[src/rtl/acc_drain_pkg.sv]
// Shared constants and FSM state type for the accumulator drain path.
package acc_drain_pkg;
  localparam int          FP16_BIAS = 15;
  localparam logic [15:0] FP16_INF  = 16'h7C00;
  localparam int          FP16_MANT = 10;

  typedef enum logic [1:0] {IDLE, CONV, EMIT} state_t;
endpackage

[src/rtl/acc2fp16.sv]
// Combinational fixed-point accumulator (acc * 2^(exp-15-FRAC_BITS)) to FP16 converter.
// Build option ACC_DRAIN_RELU_EN: any negative-signed result is forced to +0.
module acc2fp16
  import acc_drain_pkg::*;
#(
  parameter int ACC_WIDTH = 32,
  parameter int FRAC_BITS = 10,
  parameter int EXP_WIDTH = 5
) (
  input  logic [ACC_WIDTH-1:0] acc,
  input  logic [EXP_WIDTH-1:0] exp,
  output logic [15:0]          fp16
);
  localparam int MW = ACC_WIDTH + 1;
  localparam int PW = $clog2(MW) + 1;

  logic                 sign;
  logic [MW-1:0]        acc_ext;
  logic [MW-1:0]        mag;
  logic [MW-1:0]        norm;
  logic [PW-1:0]        lead_pos;
  logic [PW-1:0]        shamt;
  logic [FP16_MANT-1:0] mant;
  logic                 guard;
  logic                 sticky;
  logic                 round_up;
  logic [FP16_MANT:0]   mant_rnd;
  logic signed [15:0]   bexp;
  logic [15:0]          result;

  always_comb begin
    sign    = acc[ACC_WIDTH-1];
    acc_ext = {acc[ACC_WIDTH-1], acc};
    mag     = sign ? (~acc_ext + 1'b1) : acc_ext;

    lead_pos = '0;
    for (int i = 0; i < MW; i++) begin
      if (mag[i]) lead_pos = PW'(i);
    end

    // Left-justify so the leading one lands in the top bit; mag==0 leaves it clear.
    shamt    = PW'(MW - 1) - lead_pos;
    norm     = mag << shamt;
    mant     = norm[MW-2 -: FP16_MANT];
    guard    = norm[MW-2-FP16_MANT];
    sticky   = |norm[MW-3-FP16_MANT:0];
    round_up = guard & (sticky | mant[0]);
    mant_rnd = {1'b0, mant} + (FP16_MANT+1)'(round_up);

    // The FP16 bias cancels: biased = p - FRAC_BITS + exp, plus any rounding carry.
    bexp = signed'(16'(lead_pos) + 16'(exp) + 16'(mant_rnd[FP16_MANT]) - 16'(FRAC_BITS));

    if (!norm[MW-1])
      result = 16'h0000;
    else if (bexp >= 16'sd31)
      result = {sign, FP16_INF[14:0]};
    else if (bexp <= 16'sd0)
      result = {sign, 15'h0000};
    else
      result = {sign, bexp[4:0], mant_rnd[FP16_MANT-1:0]};

`ifdef ACC_DRAIN_RELU_EN
    fp16 = result[15] ? 16'h0000 : result;
`else
    fp16 = result;
`endif
  end
endmodule

[src/rtl/acc_drain.sv]
// Captures an N*N accumulator tile on done and streams FP16 results in row-major order.
// Build option ACC_DRAIN_RELU_EN (in acc2fp16) clamps negative results to zero.
module acc_drain
  import acc_drain_pkg::*;
#(
  parameter int ACC_WIDTH = 32,
  parameter int N         = 2,
  parameter int FRAC_BITS = 10,
  parameter int EXP_WIDTH = 5,
  localparam int NE       = N * N,
  localparam int IW       = (NE > 1) ? $clog2(NE) : 1
) (
  input  logic                    clk,
  input  logic                    rst,
  input  logic                    done,
  input  logic [NE*ACC_WIDTH-1:0] acc_in,
  input  logic [NE*EXP_WIDTH-1:0] exp_in,
  output logic                    out_valid,
  input  logic                    out_ready,
  output logic [15:0]             out_data,
  output logic [IW-1:0]           out_idx,
  output logic                    busy,
  output logic                    drain_done,
  output logic                    overrun
);
  localparam logic [IW-1:0] LAST = IW'(NE - 1);

  state_t               state_reg;
  logic [IW-1:0]        idx_reg;
  logic [IW-1:0]        conv_sel;
  logic                 done_low_reg;
  logic [ACC_WIDTH-1:0] acc_bank_reg [NE];
  logic [EXP_WIDTH-1:0] exp_bank_reg [NE];
  logic [ACC_WIDTH-1:0] acc_slice    [NE];
  logic [EXP_WIDTH-1:0] exp_slice    [NE];
  logic [15:0]          conv_data;

  generate
    for (genvar gi = 0; gi < NE; gi++) begin : g_unpack
      assign acc_slice[gi] = acc_in[gi*ACC_WIDTH +: ACC_WIDTH];
      assign exp_slice[gi] = exp_in[gi*EXP_WIDTH +: EXP_WIDTH];
    end
  endgenerate

  // In EMIT the converter already looks at the next entry so an accept can load it directly.
  assign conv_sel = (state_reg == EMIT && idx_reg != LAST) ? IW'(idx_reg + 1'b1) : idx_reg;

  acc2fp16 #(
    .ACC_WIDTH(ACC_WIDTH),
    .FRAC_BITS(FRAC_BITS),
    .EXP_WIDTH(EXP_WIDTH)
  ) u_conv (
    .acc (acc_bank_reg[conv_sel]),
    .exp (exp_bank_reg[conv_sel]),
    .fp16(conv_data)
  );

  always_ff @(posedge clk or negedge rst) begin
    if (!rst) begin
      state_reg    <= IDLE;
      idx_reg      <= '0;
      done_low_reg <= 1'b0;
      out_valid    <= 1'b0;
      out_data     <= '0;
      out_idx      <= '0;
      busy         <= 1'b0;
      drain_done   <= 1'b0;
      overrun      <= 1'b0;
      for (int i = 0; i < NE; i++) begin
        acc_bank_reg[i] <= '0;
        exp_bank_reg[i] <= '0;
      end
    end else begin
      drain_done <= 1'b0;
      // A fresh done only counts as a new tile once the capturing done has dropped.
      if (busy && !done) done_low_reg <= 1'b1;
      if (busy && done && done_low_reg) overrun <= 1'b1;

      case (state_reg)
        IDLE: begin
          if (done) begin
            for (int i = 0; i < NE; i++) begin
              acc_bank_reg[i] <= acc_slice[i];
              exp_bank_reg[i] <= exp_slice[i];
            end
            idx_reg      <= '0;
            busy         <= 1'b1;
            done_low_reg <= 1'b0;
            state_reg    <= CONV;
          end
        end
        CONV: begin
          out_data  <= conv_data;
          out_idx   <= idx_reg;
          out_valid <= 1'b1;
          state_reg <= EMIT;
        end
        EMIT: begin
          if (out_ready) begin
            if (idx_reg == LAST) begin
              out_valid  <= 1'b0;
              busy       <= 1'b0;
              drain_done <= 1'b1;
              state_reg  <= IDLE;
            end else begin
              out_data <= conv_data;
              out_idx  <= IW'(idx_reg + 1'b1);
              idx_reg  <= IW'(idx_reg + 1'b1);
            end
          end
        end
        default: state_reg <= IDLE;
      endcase
    end
  end
endmodule

[config.mk]
export PLATFORM = sky130hd
export DESIGN_NAME = acc_drain
export DESIGN_NICKNAME = d
export VERILOG_FILES = /design/src/rtl/acc_drain_pkg.sv /design/src/rtl/acc2fp16.sv /design/src/rtl/acc_drain.sv
export SDC_FILE = /design/constraint.sdc
export NUM_CORES = 1
export LEC_CHECK = 0
export ABC_AREA = 1
export CAP_MARGIN = 30
export CORE_AREA = 3 3 180 182
export DETAILED_ROUTE_END_ITERATION = 12
export DIE_AREA = 0 0 183 185
export MAX_ROUTING_LAYER = met4
export SLEW_MARGIN = 20
export SYNTH_ARGS = -nofsm -noshare
export SYNTH_HDL_FRONTEND = slang
export SYNTH_HIERARCHICAL = 1
export SYNTH_SLANG_ARGS = --single-unit
export TNS_END_PERCENT = 50
[constraint.sdc]
create_clock -name clk -period 9.3 [get_ports clk]
set_input_delay 1.395 -clock clk [delete_from_list [all_inputs] [get_ports clk]]
set_output_delay 1.395 -clock clk [all_outputs]
set_load 0.01 [all_outputs]
* Word-level counts from Yosys, hierarchy flattened
Cells that the tools add are included.
Operators by class: $mul 0, add/subtract/negate cells 7, div/mod/pow operators 0, shift-type cells 1, order comparisons 3, bitwise operators 4, equal/unequal tests 8, reductions and logical operators 15, muxes and demuxes 66
Operators with widths (number):
- 2-to-1 mux 5 bit | 18
- binary-select mux 32 bit (select 2 bit) | 1
- 2-to-1 mux 32 bit | 2
- 2-to-1 mux 16 bit | 3
- adder 33 x 1 -> 33 bit, second input constant | 1
- 2-to-1 mux 33 bit | 1
- inverter 33 bit | 1
- left shift 33 x 7 -> 33 bit | 1
- 2-to-1 mux 4 bit | 8
- case mux 16 bit (2 select lines) | 1
- 2-to-1 mux 15 bit | 2
- OR reduction 21 bit | 1
- 2-to-1 mux 2 bit | 9
- adder 16 x 1 -> 16 bit | 1
- >= comparator 16 x 6 -> 1 bit, second input constant | 1
- <= comparator 16 x 1 -> 1 bit, second input constant | 1
- subtractor 16 x 4 -> 16 bit, second input constant | 1
- 2-to-1 mux 3 bit | 4
- adder 10 x 1 -> 11 bit | 1
- binary-select mux 5 bit (select 2 bit) | 1
- 2-to-1 mux 1 bit | 10
- AND reduction 3 bit | 3
- != test 2 bit, second input constant | 4
- case mux 2 bit (2 select lines) | 2
- 19 further kinds | 26
Word-level totals: memory bits (writable) 0, memories 0, ROM bits 0, word-level logic and storage cells 121, register bits after elaboration 175, input bits 152, latch bits 0

* Longest topological paths before layout
word-level depth 57, gate-level depth with buffers 77, mapped depth without buffers 73

* By module
The synthesis kept the hierarchy.
By module, submodules not included:
- acc_drain | area each 8289.2 µm², cells each 1038, times used 1, seq. area each 4379.2 µm²
- acc2fp16 | area each 4076.4 µm², cells each 781, times used 1, seq. area each 0.0 µm²

* Least setup slack after synthesis
OpenSTA, ideal clock, no wires.
path kind register to register, start point register idx_reg[0], end point register out_data[6], cell stages (with the launch flop) 70, data arrival time 7789 ps, path buffers 5, slack 1446 ps, clock period less this slack 7854 ps, path through dfrtp_1 > ha_1 > inv_2 > nand3_4 > nand2_1 > buf_4 > buf_4 > nand3_1 > nand3_1 > nand2_1 > inv_2 > ha_1 > nand3_2 > nor2_4 > nand3_2 > nor2_2 > nand3_1 > nand2_1 > (+34 left out) > ha_1 > inv_1 > fa_1 > o21ai_0 > nand2_1 > nand2_1 > inv_1 > nor3_1 > inv_1 > a21oi_1 > inv_1 > nor2_1 > nand2_2 > inv_2 > nand2_1 > nor2_1 > nand2_1 > nand2_1
On the way: longest elaborated chain between the ends 57, elaborated cells on any way between the ends 66
RTL lines:
- from (decl) | line acc_drain.sv:29 | logic [IW-1:0] idx_reg;
- from (signal assigned) | line acc_drain.sv:108 | idx_reg <= IW'(idx_reg + 1'b1);
- branches (longest 2 deep; another with adder 2 x 1 -> 2 bit)
- 2-to-1 mux 2 bit (*) | line acc_drain.sv:46 | assign conv_sel = (state_reg == EMIT && idx_reg != LAST) ? IW'(idx_reg + 1'b1) : idx_reg;
- inverter 2 -> 3 bit (not written as such) (*) | line acc_drain.sv:53, acc_drain.sv:54
- binary-select mux 32 bit (select 2 bit) | line acc_drain.sv:53 | .acc (acc_bank_reg[conv_sel]),
- 2-to-1 mux 32 bit (not written as such) (2 in a row) | line acc_drain.sv:53
- inverter 33 bit | line acc2fp16.sv:34 | mag = sign ? (~acc_ext + 1'b1) : acc_ext;
- adder 33 x 1 -> 33 bit | line acc2fp16.sv:34
- 2-to-1 mux 33 bit | line acc2fp16.sv:34
- (+40 left out)
- <= comparator 16 x 1 -> 1 bit | line acc2fp16.sv:57 | else if (bexp <= 16'sd0)
- 2-to-1 mux 15 bit | line acc2fp16.sv:57
- 2-to-1 mux 15 bit | line acc2fp16.sv:55 | else if (bexp >= 16'sd31)
- 2-to-1 mux 16 bit (*) | line acc2fp16.sv:53 | if (!norm[MW-1])
- named net conv_data[6] | line acc_drain.sv:36 | logic [15:0] conv_data;
- 2-to-1 mux 16 bit | line acc_drain.sv:100 | if (idx_reg == LAST) begin
- 2-to-1 mux 16 bit | line acc_drain.sv:99 | if (out_ready) begin
- case mux 16 bit (2 select lines) (*) | line acc_drain.sv:79 | case (state_reg)
- to (signal assigned) | line acc_drain.sv:93 | out_data <= conv_data;
- to (signal assigned) | line acc_drain.sv:106 | out_data <= conv_data;
- to (decl) | line acc_drain.sv:20 | output logic [15:0] out_data,
Mark *: on every way through the listed nets, which the timed path passes. The select of a mux whose other input is x is not followed. A chain may end at the register's enable or synchronous reset.

* Final worst setup path
start point register idx_reg[0], end point register out_data[0]
Same word-level chain as after synthesis.

==> out/results.txt <==
The initial utilization of the core area, before any placement, comes to 40.2%. The run gives 6 as the number of warnings printed during yosys synthesis. Relative to the synthesized area, the layout overhead comes to 22.0%. The run gives 2318 as the number of cells in the design after placement.

Routed via count divided by cell count: 5.03. The startpoint of the lowest-slack register-to-register path is idx_reg[0]. After synthesis the netlist holds a flip-flop and latch count of 175.

The worst path in the final design needs a cycle of 8570 ps, including I/O delays and setup. The buffers plus inverters on the worst setup path came out at 11. The number of antenna diodes in the final layout is 0. The synthesized area per cell is 6.80 um^2, and the upper clock frequency limit is 117 MHz.

The first detailed-routing pass ran for 5 iterations. Number of port buffers: 173. The tools report the DRC violation count after routing as 0. The die covers 0.0339 mm^2.

Leaving out fill and tap cells, the most frequent cells in the layout are sky130_fd_sc_hd__nand2_1, sky130_fd_sc_hd__nand3_1, sky130_fd_sc_hd__inv_1. The cell with the largest stage delay on the worst path is sky130_fd_sc_hd__dfrtp_1. STA puts the critical path data arrival time at 8960 ps. The worst flop-to-flop path endpoint was out_data[0]. The max-cap check violation count was 0. The tree is rooted in a sky130_fd_sc_hd__clkbuf_16. Summing the areas of all xor and xnor instances in the mapped netlist gives 2.72% of the synthesized area. The share of flip-flops with an asynchronous set or reset after synthesis is 100%. In the finished design, the share of the clock period the worst path needs comes to 92.1%.

The routed design has 37.5 mm of wire. For the post-route clock skew, the log shows 19.3 ps. The endpoint class of the critical path is a register. Entering global routing, the biggest net connects 158 pins.

The initial antenna violation count is 0, and the simple-gate share of the synthesized area is 40.0%. After detailed routing, the average wire length per cell comes to 15.9 um. TritonCTS built the clock tree. The most common cell after layout, fill and taps aside was sky130_fd_sc_hd__nand2_1. After synthesis, the share of cell area in mux cells is 0%. Placeable core area: 0.0307 mm^2. Buffers inserted to repair hold after CTS numbered 0. In this run the cell area of the synthesized design comes to 0.0124 mm^2. The longest clock path from root to sink contains 2 buffers. Headroom to the max-slew limit came out at 42.4%.

In this run, CTS created clock tree buffers numbering 17. The floorplan step set the die width to 183 um. The worst min-delay path category is reg -> reg. The maximum fanout along the worst path was 37.

Clock tree synthesis found a total of 175 sinks. The first global-routing pass estimated 61.2 mm of wire. Setup violations remaining at the end of the flow were counted as 0. For the leftover overflow at the end of global routing, the log shows 0.

The critical path runs through a total of 55 cells. The final count of pins violating max slew is 0. The total count of hold-check failures in the final report came out at 0. The largest single stage delay on the critical path is 410 ps.

The flow ran to the end, and the final reports show no timing, DRC or antenna violations. The number of nets at the end of the flow was 2125; the fraction of the mapped netlist area in compound gates was 7.94%. The flip-flop count of the largest register after layout works out to 128. For hold timing, the worst endpoint is acc_bank_reg[25].

Counting cells, the worst reg-to-reg path comes to 55. The share of layout cells above drive strength 1 works out to 9.05%. The worst setup path is of the reg -> reg kind.

For the overall fraction of global-route tracks in use, the log shows 22.8%. The detailed router finished its first iteration with 894 violations. The number of H-tree levels is 4. The number of instances on the worst hold path was 2; the slew at the pin with the worst max-slew slack was 864 ps.

STA classifies the critical path startpoint as a register. Data on the critical path is required at its endpoint by 9690 ps. The routed layout has 11900 vias. Row generation in the floorplan step produced 64 rows. The chip height is 185 um, and the setup slack of the worst register-to-register path is 730 ps. Clock latency on the worst-skew pair, taken at its later pin, is 440 ps. The tools report the startpoint of the tightest hold check path as acc_bank_reg[25]. Summing the sequential cell areas from Yosys gives 35.4% of the chip area. The number of flops mapped to enable cells by yosys is 0. Family with the most delay on the worst path: simple AND/OR/NAND/NOR gates. Clock transition at the register clock pins on the worst setup and hold paths after CTS: 80 ps. Routability-driven placement finished with a final weighted congestion of 0.894.

For the via count of the first global-routing pass, the log shows 11800. 174 I/O pins were placed. Final cell count without fillers: 2363. The tools report the synthesized netlist cell count as 1819. In this run the remaining antenna-violating nets after routing total 0. The top flip-flop cell by instance count after synthesis was sky130_fd_sc_hd__dfrtp_1. The cell occurring most often along the worst timing path was sky130_fd_sc_hd__nand2_1. The synthesized netlist contains 53 unique library cells.

Detailed placement ended at an HPWL of 27.4 mm. After Yosys synthesis, full adders, half adders and majority gates account for 1.94% of the synthesized area. The combinational family with the most area after synthesis is simple AND/OR/NAND/NOR gates.
==> worst reg2reg max path, delay by kind of cell (launching register included) <==
family,cells,cell delay (ps)
AO/OA/AOI/OAI,8,1490
XOR/XNOR,1,160
adder cells (fa/ha/maj),7,1730
buffers and inverters,11,1200
flip-flops,1,410
AND/OR/NAND/NOR,28,3550
==> per-layer routing <==
layer  track usage [%]  routed length, um  share of wire [%]
met5                 -                  0                  0
met4              5.30                517                1.4
met3              2.47               1490                4.0
met2              34.9              17200                 46
met1              32.8              18300                 49
==> Yosys cell counts, types with 2 or more instances <==
cell | number | area (um^2)
sky130_fd_sc_hd__nor3_1 | 12 | 60.1
sky130_fd_sc_hd__buf_2 | 41 | 205
sky130_fd_sc_hd__xor2_2 | 7 | 114
sky130_fd_sc_hd__nand3b_1 | 42 | 315
sky130_fd_sc_hd__nand4_1 | 5 | 31.3
sky130_fd_sc_hd__o21ai_4 | 2 | 32.5
sky130_fd_sc_hd__nand3_2 | 8 | 80.1
sky130_fd_sc_hd__nor2_1 | 68 | 255
sky130_fd_sc_hd__o211ai_1 | 4 | 30.0
sky130_fd_sc_hd__clkbuf_1 | 20 | 75.1
sky130_fd_sc_hd__a31oi_1 | 4 | 25.0
sky130_fd_sc_hd__o21ai_2 | 4 | 35.0
sky130_fd_sc_hd__nand3_1 | 291 | 1460
sky130_fd_sc_hd__or2_2 | 3 | 18.8
sky130_fd_sc_hd__o21ai_0 | 109 | 546
sky130_fd_sc_hd__nand2_4 | 5 | 56.3
sky130_fd_sc_hd__buf_6 | 16 | 180
sky130_fd_sc_hd__nor2_4 | 7 | 78.8
sky130_fd_sc_hd__inv_2 | 25 | 93.8
sky130_fd_sc_hd__a21oi_1 | 19 | 95.1
sky130_fd_sc_hd__nand4_2 | 2 | 25.0
sky130_fd_sc_hd__fa_1 | 2 | 40.0
sky130_fd_sc_hd__xor2_4 | 3 | 82.6
sky130_fd_sc_hd__buf_4 | 17 | 128
sky130_fd_sc_hd__inv_1 | 208 | 781
sky130_fd_sc_hd__and2_1 | 2 | 12.5
sky130_fd_sc_hd__ha_1 | 16 | 200
sky130_fd_sc_hd__nand2_1 | 614 | 2300
sky130_fd_sc_hd__o21ai_1 | 26 | 130
sky130_fd_sc_hd__xnor2_1 | 2 | 17.5
sky130_fd_sc_hd__buf_1 | 3 | 11.3
sky130_fd_sc_hd__xor2_1 | 14 | 123
sky130_fd_sc_hd__o211ai_2 | 2 | 25.0
sky130_fd_sc_hd__nand2_2 | 17 | 106
sky130_fd_sc_hd__nor2_2 | 7 | 43.8
sky130_fd_sc_hd__dfrtp_1 | 175 | 4380
==> per-stage QoR <==
step / instance area, um^2 / TNS [ps] / worst slack, ps / util (%) / hold slack [ps]
final: 15100 / 0 / 732 / 49.1 / 472
after global routing: 15100 / -216 / -68.8 / 49.1 / 484
after floorplan: 12400 / 0 / 1450 / - / 440
after CTS: 14800 / 0 / 388 / 48.3 / 476
after detailed placement: 14200 / 0 / 451 / 46.3 / 457
after global placement: 14200 / 0 / 714 / 46.3 / 453
==> final cells by class <==
class | instances | area, um^2
inverters | 234 | 888
well taps | 396 | 495
multi-input cells | 1316 | 6580
fillers | 3154 | 15700
repair buffers | 211 | 2120
clock buffers | 17 | 425
flip-flops and latches | 175 | 4380
clock inverters | 14 | 196
==> worst max path at each step <==
stage	startpoint	end	slack (ps)
3_5_place_dp	idx_reg[1]	out_data[0]	450
4_1_cts	idx_reg[1]	out_data[0]	390
3_3_place_gp	idx_reg[1]	out_data[0]	710
5_1_grt	idx_reg[1]	out_data[8]	-70
2_1_floorplan	idx_reg[0]	out_data[6]	1450
6_report	idx_reg[0]	out_data[0]	730
==> timing repair <==
item / in CTS / in global routing
setup endpoints to repair: 0 / 14
setup buffers: 0 / 10
resized for setup: 0 / 20
==> logic make-up (layout without fill, tap and decap cells) <==
logic type,count (synthesis),count (layout)
other,1,3
adder cells (fa/ha/maj),18,18
XOR/XNOR,26,26
buffers and inverters,331,476
AO/OA/AOI/OAI,177,178
AND/OR/NAND/NOR,1091,1091
flip-flops,175,175
Power is left out: the tool's default activity adds up to more than one toggle a clock period on the data nets, which glitch-free logic cannot reach.
==> patch, RTL diff (same settings) <==
The option `ACC_DRAIN_RELU_EN` is turned on by a define.
--- a/src/rtl/acc2fp16.sv
+++ b/src/rtl/acc2fp16.sv
@@ -1,5 +1,7 @@
 // Combinational fixed-point accumulator (acc * 2^(exp-15-FRAC_BITS)) to FP16 converter.
 // Build option ACC_DRAIN_RELU_EN: any negative-signed result is forced to +0.
+`define ACC_DRAIN_RELU_EN
+
 module acc2fp16
   import acc_drain_pkg::*;
 #(
Function: changed (Yosys sat finds a counterexample within 4 cycles, from zero or initial values and one cycle with rst low).
==> patch against the original RTL <==
Sequential cell count did not move. Die area did not move. Synthesized area barely moved. Routed wire length rose by 5.1%. Via count rose by 2.9%. Non-clock buffer count rose by 5. Worst setup slack improved by 0.16 ns. Cell area rose by 0.90%.
Power is not shown: default switching activity piles up to over one toggle a cycle in this logic, so the estimate is an artifact.
==> patch: results (changes against the original RTL) <==
* 1st-pass router iterations at 5 (unchanged)
* Root buffer cell: clkbuf_16
* Clk slew on worst S/H paths at 0.08 ns (about the same)
* CP max-delay cell: dfrtp_1
* All-Layer GR Usage at 0.232 (+0.00359)
* Worst min path class: reg2reg
* Synth area leaders: dfrtp_1 (35%), nand2_1 (20%), nand3_1 (12%)
* First-pass GRT wire length at 61100 um (-0.17%)
* Final Skew at 0.0159 ns (-0.00342 ns)
* Drt drc at 0 (unchanged)
* Initial antenna violation count at 0 (unchanged)
* Gpl congestion at 0.913 (+2.1%)
* Fillers at 3142 (-0.38%)
* Ys flop type: dfrtp_1
* ANT cells at 0 (unchanged)
* Worst Max-Slew Pin Slew at 0.820 ns (-0.0441 ns)
* CP Max Fanout at 14 (-62%)
* Drt wl/cell at 16.4 um (+3.4%)
* FF-to-FF setup slack at 0.89 ns (+0.16 ns)
* Crit path DAT at 8.79 ns (-0.17 ns)
* Fraction of registers with async set/reset at 1.00 (unchanged)
* Vias in the first global route at 11600 (-1.5%)
* DR vias/cell at 5.10 (+1.3%)
* Skew-Pair Late Insertion Delay at 0.44 ns (about the same)
* Share of layout cells above drive strength 1 at 0.0748 (-0.0157)
* H-tree depth at 4 (unchanged)
* Outcome: completed
* Buffers on Ports at 173 (unchanged)
* Starting DRT DRC Count at 949 (+6.2%)
* TritonCTS Buffers at 17 (unchanged)
* Clk buf depth at 2 (unchanged)
* Post-layout nets at 2163 (+1.8%)
* Worst Hold Slack at 0.471 ns (-0.000953 ns)
* Instance area after placement at 14200 um^2 (about the same)
* Largest register FFs at 128 (unchanged)
* Netlist cell types at 52 (-1.9%)
* Synth warnings at 6 (unchanged)
* Synth top cells by count: nand2_1 (667), nand3_1 (302), inv_1 (202)
* Pin count of the biggest net entering global routing at 148 (-6.3%)
* HPWL after DPL at 28300 um (+3.3%)
* Sequential area share after synthesis at 0.354 (about the same)
* Slowest stage delay, CP at 0.41 ns (about the same)
-- patch: critical path, delay by kind of cell (launching register included) --
kind	cells	cell delay, ns
buffers and inverters	7	0.88
adder cells (fa/ha/maj)	6	1.40
AND/OR/NAND/NOR	32	4.04
flip-flops	1	0.41
XOR/XNOR	2	0.58
AO/OA/AOI/OAI	6	0.99
-- patch: per-stage QoR --
| step | setup slack (ns) | util | std cells |
|---|---|---|---|
| after floorplan | 1.33 | - | 1858 |
| after global placement | 0.574 | 0.462 | 2350 |
| after detailed placement | 0.328 | 0.463 | 2351 |
| after CTS | 0.302 | 0.482 | 2383 |
| after global routing | 0.00199 | 0.495 | 2402 |
| final | 0.887 | 0.495 | 2402 |
-- patch: final cells by class --
cell class                      instances  share of cell area
Tap cell                              396              0.0325
Timing Repair Buffer                  216               0.149
Inverter                              214              0.0533
Sequential cell                       175               0.288
Multi-Input combinational cell       1369               0.439
Clock inverter                         15              0.0110
Clock buffer                           17              0.0279
-- patch: worst paths after layout --
path / start / end / cells past startpoint
max: idx_reg[1] / out_data[6] / 53
min in group asynchronous: rst / acc_bank_reg[12] / 1
max reg2reg: idx_reg[1] / out_data[6] / 53
min: overrun / overrun / 1
max in group asynchronous: rst / state_reg[0] / 4
min reg2reg: overrun / overrun / 1
-- patch: cells by family after synthesis --
logic type | count (synthesis) | share of synthesized area
DFF | 175 | 0.354
xor gates and xnor gates | 23 | 0.0205
other | 2 | 0.000607
adders and majority gates | 18 | 0.0194
AOI/OAI and AO/OA | 189 | 0.0833
buffers and inverters | 316 | 0.115
and+or+nand+nor | 1133 | 0.407
-- patch: routing by layer --
layer | track usage | vias up | routed length [um]
met2 | 0.357 | 320 | 18500
met3 | 0.0324 | 33 | 1770
met4 | 0.0457 | 0 | 577
met5 | - | - | 0
li1 | - | 6179 | -
met1 | 0.329 | 5709 | 18600
-- patch: timing repair --
action,in CTS,in global routing
buffers inserted,0,11
endpoints found under the setup margin,0,15
gates resized for setup,0,32
endpoints found under the hold margin,0,0
